--- config.mk ---
export PLATFORM = sky130hd
export DESIGN_NAME = door_sequencer
export DESIGN_NICKNAME = d
export VERILOG_FILES = /design/src/rtl/door_pkg.sv /design/src/rtl/servo_pwm.sv /design/src/rtl/door_sequencer.sv
export SDC_FILE = /design/constraint.sdc
export NUM_CORES = 1
export LEC_CHECK = 0
export ABC_CLOCK_PERIOD_IN_PS = 4690
export CAP_MARGIN = 20
export CORE_ASPECT_RATIO = 0.6
export CORE_MARGIN = 3
export CORE_UTILIZATION = 50
export DETAILED_ROUTE_END_ITERATION = 7
export PLACE_DENSITY = 0.71
export SETUP_SLACK_MARGIN = 0.15
export SYNTH_ARGS = -nofsm -noshare
export SYNTH_HDL_FRONTEND = slang
export SYNTH_SLANG_ARGS = --single-unit
--- constraint.sdc ---
create_clock -name clk -period 4.69 [get_ports clk]
set_clock_uncertainty 0.15 [all_clocks]
set_input_delay 0.938 -clock clk [delete_from_list [all_inputs] [get_ports clk]]
set_output_delay 0.938 -clock clk [all_outputs]
set_load 0.02 [all_outputs]
--- src/rtl/door_pkg.sv ---
// door_pkg: shared types and default timing for the door sequencer.
//   door_state_t : FSM state encoding (also the value on the state port)
//   DEF_*        : default timing for a 100 MHz clk driving an SG-90 servo
//   POS_W        : width of the servo position word
package door_pkg;

  typedef enum logic [1:0] {
    CLOSED    = 2'd0,
    OPENING   = 2'd1,
    OPEN_HOLD = 2'd2,
    CLOSING   = 2'd3
  } door_state_t;

  localparam int unsigned DEF_FRAME_CYCLES = 2000000;  // 20 ms frame
  localparam int unsigned DEF_PULSE_MIN    = 100000;   // 1 ms pulse at pos 0
  localparam int unsigned DEF_PULSE_SPAN   = 100000;   // pos at fully open
  localparam int unsigned DEF_STEP         = 500;      // pos change per frame
  localparam int unsigned DEF_HOLD_FRAMES  = 250;      // 5 s open hold

  localparam int POS_W = 17;

endpackage

--- src/rtl/servo_pwm.sv ---
// servo_pwm: servo frame timer and pulse generator.
// Ports:
//   clk, rst    : clock, synchronous active-high reset
//   pos         : requested position, sampled once at the start of each frame
//   pwm_out     : registered servo pulse, PULSE_MIN+pos cycles wide per frame
//   frame_tick  : high during the last cycle of each frame
module servo_pwm
  import door_pkg::*;
#(
  parameter int unsigned FRAME_CYCLES = DEF_FRAME_CYCLES,
  parameter int unsigned PULSE_MIN    = DEF_PULSE_MIN
) (
  input  logic             clk,
  input  logic             rst,
  input  logic [POS_W-1:0] pos,
  output logic             pwm_out,
  output logic             frame_tick
);

  localparam int CNT_W = (FRAME_CYCLES > 1) ? $clog2(FRAME_CYCLES) : 1;
  localparam logic [CNT_W-1:0] CNT_LAST = CNT_W'(FRAME_CYCLES - 1);

  logic [CNT_W-1:0] cnt_q, cnt_d;
  logic [POS_W-1:0] pos_lat_q, pos_lat_d;
  logic [POS_W-1:0] pos_sel;
  logic [31:0]      pulse_w;
  logic             pwm_q, pwm_d;

  always_comb begin
    frame_tick = (cnt_q == CNT_LAST);
    cnt_d      = frame_tick ? '0 : cnt_q + CNT_W'(1);
    // At count 0 the live pos is used and captured, so the whole frame
    // (including its first compare) sees one consistent width.
    pos_sel    = (cnt_q == '0) ? pos : pos_lat_q;
    pos_lat_d  = pos_sel;
    pulse_w    = PULSE_MIN + 32'(pos_sel);
    pwm_d      = (32'(cnt_q) < pulse_w);
  end

  always_ff @(posedge clk) begin
    if (rst) begin
      cnt_q     <= '0;
      pos_lat_q <= '0;
      pwm_q     <= 1'b0;
    end else begin
      cnt_q     <= cnt_d;
      pos_lat_q <= pos_lat_d;
      pwm_q     <= pwm_d;
    end
  end

  assign pwm_out = pwm_q;

endmodule

--- src/rtl/door_sequencer.sv ---
// door_sequencer: door-motion FSM ramping a servo position one step per frame,
// holding open for HOLD_FRAMES frames, then auto-closing.
// Ports:
//   clk, rst    : clock, synchronous active-high reset
//   open_req    : request to open (open wins over close)
//   close_req   : request to close
//   obstacle    : obstacle sensor, honoured only when OBSTACLE_REOPEN_EN is
//                 defined (reopens while closing, extends/keeps the open hold)
//   pwm_out     : servo PWM
//   pos         : current position 0..PULSE_SPAN
//   state       : FSM state code (door_state_t)
//   busy        : high while OPENING or CLOSING
//   frame_tick  : one-cycle pulse at the last cycle of each frame
//
// state     | meaning
// CLOSED    | door shut, pos = 0, waiting for open_req
// OPENING   | pos rises by STEP each frame until PULSE_SPAN
// OPEN_HOLD | fully open, counting down HOLD_FRAMES frames
// CLOSING   | pos falls by STEP each frame until 0
module door_sequencer
  import door_pkg::*;
#(
  parameter int unsigned FRAME_CYCLES = DEF_FRAME_CYCLES,
  parameter int unsigned PULSE_MIN    = DEF_PULSE_MIN,
  parameter int unsigned PULSE_SPAN   = DEF_PULSE_SPAN,
  parameter int unsigned STEP         = DEF_STEP,
  parameter int unsigned HOLD_FRAMES  = DEF_HOLD_FRAMES
) (
  input  logic             clk,
  input  logic             rst,
  input  logic             open_req,
  input  logic             close_req,
  input  logic             obstacle,
  output logic             pwm_out,
  output logic [POS_W-1:0] pos,
  output logic [1:0]       state,
  output logic             busy,
  output logic             frame_tick
);

  localparam int AW     = POS_W + 1;
  localparam int HOLD_W = $clog2(HOLD_FRAMES + 1);
  localparam logic [AW-1:0]     SPAN_A    = AW'(PULSE_SPAN);
  localparam logic [AW-1:0]     STEP_A    = AW'(STEP);
  localparam logic [POS_W-1:0]  SPAN_P    = POS_W'(PULSE_SPAN);
  localparam logic [HOLD_W-1:0] HOLD_LOAD = HOLD_W'(HOLD_FRAMES);

  door_state_t       state_q, state_d;
  logic [POS_W-1:0]  pos_q, pos_d;
  logic [HOLD_W-1:0] hold_q, hold_d;
  logic              busy_q, busy_d;
  logic              obs_en;

  logic [AW-1:0]     pos_up, pos_up_sat, pos_dn;
  logic [POS_W-1:0]  ramp_up, ramp_dn;

`ifdef OBSTACLE_REOPEN_EN
  assign obs_en = obstacle;
`else
  logic unused_obstacle;
  assign unused_obstacle = obstacle;
  assign obs_en = 1'b0;
`endif

  servo_pwm #(
    .FRAME_CYCLES (FRAME_CYCLES),
    .PULSE_MIN    (PULSE_MIN)
  ) u_pwm (
    .clk        (clk),
    .rst        (rst),
    .pos        (pos_q),
    .pwm_out    (pwm_out),
    .frame_tick (frame_tick)
  );

  // One extra bit of headroom so the step can never wrap before saturation.
  always_comb begin
    pos_up     = {1'b0, pos_q} + STEP_A;
    pos_up_sat = (pos_up > SPAN_A) ? SPAN_A : pos_up;
    pos_dn     = ({1'b0, pos_q} < STEP_A) ? '0 : {1'b0, pos_q} - STEP_A;
    ramp_up    = POS_W'(pos_up_sat);
    ramp_dn    = POS_W'(pos_dn);
  end

  // Any request that changes state takes priority over the frame ramp, so a
  // reversal never moves pos in the old direction on the same edge.
  always_comb begin
    state_d = state_q;
    pos_d   = pos_q;
    hold_d  = hold_q;
    case (state_q)
      CLOSED: begin
        if (open_req) state_d = OPENING;
      end
      OPENING: begin
        if (close_req && !open_req) begin
          state_d = CLOSING;
        end else if (frame_tick) begin
          pos_d = ramp_up;
          if (ramp_up == SPAN_P) begin
            state_d = OPEN_HOLD;
            hold_d  = HOLD_LOAD;
          end
        end
      end
      OPEN_HOLD: begin
        if (open_req || obs_en) begin
          hold_d = HOLD_LOAD;
        end else if (close_req) begin
          state_d = CLOSING;
        end else if (frame_tick) begin
          if (hold_q <= HOLD_W'(1)) begin
            hold_d  = '0;
            state_d = CLOSING;
          end else begin
            hold_d = hold_q - HOLD_W'(1);
          end
        end
      end
      CLOSING: begin
        if (open_req || obs_en) begin
          state_d = OPENING;
        end else if (frame_tick) begin
          pos_d = ramp_dn;
          if (ramp_dn == '0) state_d = CLOSED;
        end
      end
      default: state_d = CLOSED;
    endcase
    busy_d = (state_d == OPENING) || (state_d == CLOSING);
  end

  always_ff @(posedge clk) begin
    if (rst) begin
      state_q <= CLOSED;
      pos_q   <= '0;
      hold_q  <= '0;
      busy_q  <= 1'b0;
    end else begin
      state_q <= state_d;
      pos_q   <= pos_d;
      hold_q  <= hold_d;
      busy_q  <= busy_d;
    end
  end

  assign pos   = pos_q;
  assign state = state_q;
  assign busy  = busy_q;

endmodule

==> results of run 1 <==
cells in the final DEF (no fill, tap or decap), drive strengths merged, types with 9 or more instances in the layout:
cell,n
nand4,10
nand2,43
dfxtp,66
clkbuf,11
o21ai,27
o211ai,10
and3,10
clkdlybuf4s50,25
nor3,21
ha,25
a21oi,54
buf,17
xnor2,18
mux2i,12
a31oi,11
nor2,84
or3,11
and2,9
nand3,21
xor2,16
inv,26
worst max path at each step:
stage	startpoint	to	slack, ns	cells after the start
after CTS	u_pwm.cnt_q[14]	u_pwm.pwm_out	0.25	16
after floorplan	u_pwm.cnt_q[8]	u_pwm.pwm_out	0.31	19
final	u_pwm.cnt_q[14]	u_pwm.pwm_out	0.30	19
after detailed placement	u_pwm.cnt_q[14]	u_pwm.pwm_out	0.28	16
after global placement	u_pwm.cnt_q[14]	u_pwm.pwm_out	0.34	19
after global routing	u_pwm.cnt_q[14]	u_pwm.pwm_out	0.20	19
metal layers:
metal | vias to the layer above | routed length [microns] | GRT usage [%]
li1 | 2327 | - | -
met1 | 2327 | 6800 | 37.6
met2 | 262 | 5590 | 37.1
met3 | 21 | 1840 | 9.85
met4 | 0 | 193 | 7.16
met5 | - | 0 | 0
through the flow:
step	instance area, sq um	utilization (%)	instances	hold WS [ns]	power, mW
final	5500	59.4	777	0.337	1.38
after global routing	5500	59.4	777	0.364	1.41
after CTS	5470	59.0	777	0.327	1.37
after detailed placement	5170	55.8	761	0.319	0.692
after global placement	5170	55.8	761	0.302	0.690
after floorplan	4810	-	628	0.290	0.661
logic make-up after synthesis:
kind of cell               after synthesis  share of synthesized area [%]
AOI/OAI and AO/OA                      177                           25.7
xor gates and xnor gates                34                           6.19
adders and majority gates               25                           6.50
buffers and inverters                   65                           5.80
DFF                                     66                           27.5
muxes                                   12                           2.50
and+or+nand+nor                        249                           25.9
where the power goes:
part / internal, mW / switching (mW)
clock network: 0.424 / 0.264
logic: 0.0428 / 0.0709
registers: 0.565 / 0.00784
area by class of cell:
type                            count  area, sq um  share of cell area, %
Clock buffer                       11          243                   4.42
Clock inverter                      5         53.8                  0.979
Inverter                           26         97.6                   1.78
Multi-Input combinational cell    497         3240                   58.9
Sequential cell                    66         1320                   24.0
Tap cell                          130          163                   2.96
Timing Repair Buffer               42          382                   6.94
worst max-delay path, stage by stage, from the launching register on:
cell and delay [ns]:
dfxtp_1 0.37, or4_1 0.59, or2_1 0.25, or2_0 0.26
buf_6 0.20, nand2_1 0.08, o21ai_1 0.08, ha_1 0.24
inv_1 0.06, a21oi_1 0.11, xnor2_1 0.16, ha_1 0.31
a21o_1 0.19, a21o_1 0.18, a21o_1 0.20, a21o_1 0.18
a21o_1 0.18, a21oi_2 0.22, o211ai_1 0.13, a31oi_1 0.18
registers in the layout, indices dropped and copies added (netlist names):
name             flops
u_pwm.pos_lat_q     17
state                2
hold_q               8
u_pwm.pwm_out        1
u_pwm.cnt_q         21
pos                 17
repair_timing:
action	in CTS	in global routing
gates resized for setup	0	8
setup endpoints to repair	0	1
setup buffers	0	0
hold buffers	0	0
==> results.toml, run 1 <==
[yosys]
syn_avg_cell_area_sq_um = 7.66
synth_common_cells = "nor2_1 (83), dfxtp_1 (66), a21oi_1 (53)"
synth.most_common_cell = "nor2_1"
synth_edf_count = 0
ys.flop_type = "dfxtp_1"
synth_seq_area_share_pct = 27.5
synthTopCellsByArea = "dfxtp_1 (27%), ha_1 (6.5%), nor2_1 (6.5%)"
yosysWarningCount = 0
netlist_area_sq_um = 4810
synth_top_cell_by_area = "dfxtp_1"
synth_cell_types = 74
synth_nets = 658
async_reset_ff_share_pct = 0
yosysTopAreaCellShare_pct = 27.5
ys_seq_elements = 66
syn_inst = 628

[cts]
cts_made_buffers = 9
cts_tree = "yes"
clockRootBuffer = "clkbuf_16"
insertion_delay_ns = 0.34
cts.htree.levels = 3
clock-sinks = 66
clk_path_buf_depth = 2
path_clk_slew_ns = 0.06

[critical_path]
arrival_ns = 4.50
end_kind = "flop"
r2r-end = "u_pwm.pwm_out"
rr_startpoint = "u_pwm.cnt_q[14]"
critPathRequiredTime_ns = 4.80
rr_worst_depth = 19
r2r_slack_ns = 0.30
path_class = "reg -> reg"
cp-start-kind = "flop"
path_max_fanout = 27

[sta]
slew_headroom_pct = 42.8
fin_crit_ns = 4.39
max_freq_mhz = 228
worst_pin_slew_ns = 0.837
setup_slack_ns = 0.303
hold_viol = 0
setup-tns-final_ns = 0
setup_viol = 0
period_share_pct = 93.5
drv_slew = 0
rsz0062_at_grt = "false"

[detailed_routing]
wl_per_cell_microns = 18.6
vias = 4937
drc = 0
first_pass_iters = 7
drt_iter0_markers = 778
ant_nets = 0
wirelength_microns = 14400
viasPerCell = 6.35

[floorplanning]
core_sq_um = 9260
initial_utilization_pct = 52.0
ios = 27
fp-row-count = 27
die_width_microns = 133
die_h_microns = 82.0
fp.dieArea_sq_um = 10900

[grt]
grtUsageTotal_pct = 26.4
grt_max_degree = 44
grt_pass1_vias = 4459
grt_pass1_wl_microns = 23000
overflow = 0
antenna_found_initial = 0

[place]
place_worst_setup_slack_ns = 0.285
portBuffers = 25
place_congestion = 0.981
dp_hpwl_microns = 10400

[layout]
drive_gt1_share_pct = 8.66
antenna_cells = 0
fillCellCount = 860
syn2layout_area_growth_pct = 14.3
fin_nets = 672

[hold_path]
hp-class = "reg -> reg"
hold_depth = 2
hold_path_end = "hold_q[4]"
min_from = "hold_q[4]"

[power_and_ir_drop]
leakagePower_nw = 2.12
powerDensity_nw_per_um2 = 250
peakVddDrop_v = 0.000236

[outcome]
status = "complete, no violations"

[run]
cap_violations = 0
Note: power is estimated with default switching activity, not from simulation.
==> run 2, diff against run 1 <==
Settings changed: CORE_MARGIN 3 to 8, CTS_BUF_LIST set to sky130_fd_sc_hd__clkbuf_16.
==> run 2 against run 1 <==
- flip-flop and latch count did not move
- critical path depth stayed put
- register-to-register slack better by 0.06 ns
- combinational power hardly changed
- clock-buffer cell count fell by 2
- clock power down 7.3%
- global-route usage fell by 4.7 points
- setup slack better by 0.056 ns
- routed wire length fell by 2.9%
==> results.toml, run 2 (synthesized netlist as in run 1, its figures left out) <==
[sta]
fin_crit_ns = 4.33
setup_slack_ns = 0.359
slew_headroom_pct = 57.0
setup-tns-final_ns = 0
max_freq_mhz = 231
drv_slew = 0
hold_viol = 0
rsz0062_at_grt = "false"
period_share_pct = 92.3
hold_slack_ns = 0.341
setup_viol = 0
worst_pin_slew_ns = 0.629

[critical_path]
slowest_stage = "or4_1"
path_common_cell = "a21o_1"
r2r-end = "u_pwm.pwm_out"
rr_startpoint = "u_pwm.cnt_q[14]"
path_max_fanout = 22
path_cells = "or4_1 -> or2_1 -> or2_0 -> buf_6 -> nand2_1 -> o21ai_1 -> ha_1 -> inv_1 -> a21oi_1 -> xnor2_1 -> ha_1 -> a21o_1 -> a21o_1 -> a21o_1 -> a21o_1 -> a21o_1 -> a21oi_1 -> o211ai_1 -> a31oi_1"
cp-start-kind = "flop"
cpPeakStageDelay_ns = 0.61
arrival_ns = 4.45
path_class = "reg -> reg"
rr_worst_depth = 19
path_delay_family = "compound AO/OA/AOI/OAI gates"
end_kind = "flop"
critPathRequiredTime_ns = 4.81
r2r_slack_ns = 0.36
path_buf_inv = 2

[detailed_routing]
drt_iter0_markers = 598
wl_per_cell_microns = 18.0
vias = 4852
drc = 0
highest_layer = "met4"
wirelength_microns = 14000
first_pass_iters = 5
wl_met3_microns = 1500
met2_wirelength_microns = 5540
viasPerCell = 6.25
ant_nets = 0
drt-met1-wl_microns = 6800

[cts]
insertion_delay_ns = 0.34
hold_buffers = 0
postCtsSetupRepairBufs = 0
cts_tree = "yes"
cts_made_buffers = 9
clockRootBuffer = "clkbuf_16"
clk_path_buf_depth = 2
cts.htree.levels = 3
clock-sinks = 66
path_clk_slew_ns = 0.06
cts_resized = 0

[power_and_ir_drop]
leakagePower_nw = 2.09
peakVddDrop_v = 0.000197
power.total_mw = 1.33
powerDensity_nw_per_um2 = 243

[grt]
grt_pass1_vias = 4454
grtUsageTotal_pct = 21.7
overflow = 0
grt_pass1_wl_microns = 23000
antenna_found_initial = 0
grt_max_degree = 23

[layout]
fin_cells = 776
fin_nets = 671
antenna_cells = 0
final_cell_mix = "nor2_1 (83), dfxtp_1 (66), a21oi_1 (53)"
final_common_cell = "nor2_1"
drive_gt1_share_pct = 8.20
syn2layout_area_growth_pct = 13.4
largest_reg_flops = 21
fillCellCount = 851
regMostFlops = "u_pwm.cnt_q"

[place]
place_congestion = 0.928
dp_hpwl_microns = 10400
portBuffers = 25
place_worst_setup_slack_ns = 0.395
dp.cells = 760

[floorplanning]
fp.dieArea_sq_um = 13100
ios = 27
fp-row-count = 27
die_h_microns = 92.0
core_sq_um = 9260
initial_utilization_pct = 52.0
die_width_microns = 143

[outcome]
status = "complete, no violations"

[hold_path]
hold_depth = 1
hp-class = "reg -> reg"
min_from = "u_pwm.cnt_q[0]"
hold_path_end = "u_pwm.cnt_q[0]"

[run]
cap_violations = 0
run 2: cell count changes in the layout (fill, tap and decap cells not counted), sizes merged:
cell / before / now
clkinv: 4 / 2
clkinvlp: 0 / 3
buf: 17 / 16
clkbuf: 11 / 9
inv: 26 / 28
bufinv: 1 / 0
run 2: metrics by stage:
stage,instance area [sq um],utilization (%)
floorplan,4810,-
global placement,5160,55.8
detailed placement,5160,55.8
CTS,5440,58.8
global route,5460,58.9
finish,5460,58.9
run 2: worst max-delay path by stage:
| stage | from | endpoint | depth (start not counted) |
|---|---|---|---|
| after floorplan | u_pwm.cnt_q[8] | u_pwm.pwm_out | 19 |
| after global placement | u_pwm.cnt_q[14] | u_pwm.pwm_out | 19 |
| after detailed placement | u_pwm.cnt_q[14] | u_pwm.pwm_out | 19 |
| after CTS | u_pwm.cnt_q[14] | u_pwm.pwm_out | 19 |
| after global routing | u_pwm.cnt_q[14] | u_pwm.pwm_out | 19 |
| final | u_pwm.cnt_q[14] | u_pwm.pwm_out | 19 |
run 2: final cells by class:
class,count,area (sq um),area share [%]
inverter,26,97.6,1.79
sequential,66,1320,24.2
tap,130,163,2.98
clock inverter,7,53.8,0.986
timing repair buffer,41,374,6.86
multi-input combinational,497,3220,59.0
clock buffer,9,225,4.13
run 2: power by group:
group	switching, mW	total, mW	internal, mW
registers	0.00748	0.572	0.565
clock network	0.278	0.639	0.361
logic	0.0717	0.115	0.0438
run 2: routing by layer:
metal  global-route usage (%)  vias up
met5                        0        -
met4                     6.68        0
met3                     5.54       16
met2                     29.5      255
met1                     32.3     2255
li1                         -     2326
==> run 3, diff against run 2 <==
Settings changed: ABC_CLOCK_PERIOD_IN_PS 4690 to 5400, PLACE_DENSITY 0.71 to 0.69, SKIP_CTS_REPAIR_TIMING set to 1.
Clock period 4.69 ns to 5.4 ns, I/O delays scaled along.
==> run 3 against run 2 <==
- final cell count shrank 1.5%
- clock-buffer cell count is the same
- flip-flop and latch count is the same
- register-to-register slack gained 0.25 ns
- sequential share of layout area grew 0.45 points
- sequential power shrank 13%
- critical path depth shrank 1
- worst hold slack lost 0.0062 ns
- via count grew 1.5%
- fmax shrank 9.7%
- die area is the same
==> results.toml, run 3 (synthesized netlist as in run 1, its figures left out) <==
[place]
portBuffers = 25
place_worst_setup_slack_ns = 0.760
dp_hpwl_microns = 10800
place_congestion = 0.969
place_area_sq_um = 5070

[critical_path]
end_kind = "flop"
path_max_fanout = 7
path_buf_inv = 2
path_cells = "inv_1 -> ha_1 -> nor4b_1 -> nand4b_1 -> or2_0 -> o21ai_0 -> ha_1 -> inv_1 -> a21oi_1 -> nor2_1 -> nor3_1 -> xnor2_1 -> ha_1 -> a21o_1 -> a2111oi_0 -> o41a_1 -> o211ai_1 -> a31oi_1"
path_delay_family = "compound AO/OA/AOI/OAI gates"
slowest_stage = "a2111oi_0"
path_class = "reg -> reg"
cpPeakStageDelay_ns = 0.44
arrival_ns = 4.91
critPathRequiredTime_ns = 5.52
cp-start-kind = "flop"
path_common_cell = "ha_1"

[sta]
hold_viol = 0
fin_crit_ns = 4.80
drv_slew = 0
setup_slack_ns = 0.604
worst_pin_slew_ns = 0.757
period_share_pct = 88.8
setup-tns-final_ns = 0
max_freq_mhz = 209
slew_headroom_pct = 49.4
setup_viol = 0
rsz0062_at_grt = "false"

[layout]
largest_reg_flops = 21
final_common_cell = "nor2_1"
final_cell_mix = "nor2_1 (83), dfxtp_1 (66), a21oi_1 (53)"
multi_input_area_sq_um = 3210
regMostFlops = "u_pwm.cnt_q"
fin_nets = 659
syn2layout_area_growth_pct = 11.4
antenna_cells = 0
postLayoutCellArea_sq_um = 5360
drive_gt1_share_pct = 5.84
fillCellCount = 874
regArea_sq_um = 1320

[grt]
grtUsageTotal_pct = 22.3
grt_max_degree = 28
antenna_found_initial = 0
overflow = 0
grt_pass1_vias = 4410
grt_pass1_wl_microns = 23300

[floorplanning]
initial_utilization_pct = 52.0
die_width_microns = 143
die_h_microns = 92.0
fp.dieArea_sq_um = 13100
ios = 27
fp-row-count = 27
core_sq_um = 9260

[cts]
clock-sinks = 66
cts.htree.levels = 3
clockRootBuffer = "clkbuf_16"
insertion_delay_ns = 0.34
cts_made_buffers = 9
path_clk_slew_ns = 0.06
clk_path_buf_depth = 2
cts_tree = "yes"

[detailed_routing]
first_pass_iters = 5
drc = 0
drt_iter0_markers = 689
viasPerCell = 6.45
wl_per_cell_microns = 19.1
ant_nets = 0
vias = 4924
wirelength_microns = 14600

[power_and_ir_drop]
leakagePower_nw = 2.04
peakVddDrop_v = 0.000175
powerDensity_nw_per_um2 = 219

[run]
cap_violations = 0

[outcome]
status = "complete, no violations"

[hold_path]
hp-class = "reg -> reg"
==> run 3: cell count changes in the layout (fill, tap and decap cells not counted), moves of 2 or more <==
cell and delta:
buf_4 -11, clkinv_1 +2, clkinv_2 +2, clkinvlp_4 -2, inv_6 -2
==> run 3: layout make-up <==
cell class / count / area share, %
Sequential cell: 66 / 24.7
Tap cell: 130 / 3.04
Clock inverter: 7 / 1.12
Timing Repair Buffer: 29 / 5.23
Inverter: 26 / 1.82
Clock buffer: 9 / 4.20
Multi-Input combinational cell: 497 / 59.9
==> run 3: worst register-to-register path, stage by stage (launching register included) <==
cell,delay (ns)
dfxtp_1,0.34
inv_1,0.11
ha_1,0.14
nor4b_1,0.40
nand4b_1,0.36
or2_0,0.32
o21ai_0,0.34
ha_1,0.26
inv_1,0.06
a21oi_1,0.30
nor2_1,0.15
nor3_1,0.39
xnor2_1,0.16
ha_1,0.20
a21o_1,0.15
a2111oi_0,0.44
o41a_1,0.22
o211ai_1,0.09
a31oi_1,0.15
==> run 3: worst paths after layout <==
kind	from	cells past startpoint	to	slack [ns]
worst max-delay path	u_pwm.cnt_q[0]	18	u_pwm.pwm_out	0.60
worst max register to register	u_pwm.cnt_q[0]	18	u_pwm.pwm_out	0.60
worst min register to register	hold_q[4]	2	hold_q[4]	0.33
worst min-delay path	hold_q[4]	2	hold_q[4]	0.33
==> run 3: power by group <==
part / internal (mW) / leakage, nW / switching, mW
registers: 0.491 / 0.533 / 0.00656
logic: 0.0344 / 1.36 / 0.0609
clock network: 0.351 / 0.140 / 0.227
==> run 3: stage by stage <==
step	power (mW)	utilization, %	hold slack (ns)	cells
2_1_floorplan	0.574	-	0.290	628
3_3_place_gp	0.598	54.8	0.303	748
3_5_place_dp	0.601	54.8	0.323	748
4_1_cts	1.18	57.9	0.331	764
5_1_grt	1.21	57.9	0.355	764
6_report	1.17	57.9	0.335	764
==> run 3: routing by layer <==
layer,GRT usage [%],wire (microns),share of wire [%],up-vias
li1,-,-,-,2309
met2,27.9,5390,37,283
met4,5.63,231,1.6,0
met1,33.6,7140,49,2295
met5,0,0,0,-
met3,8.54,1870,13,37
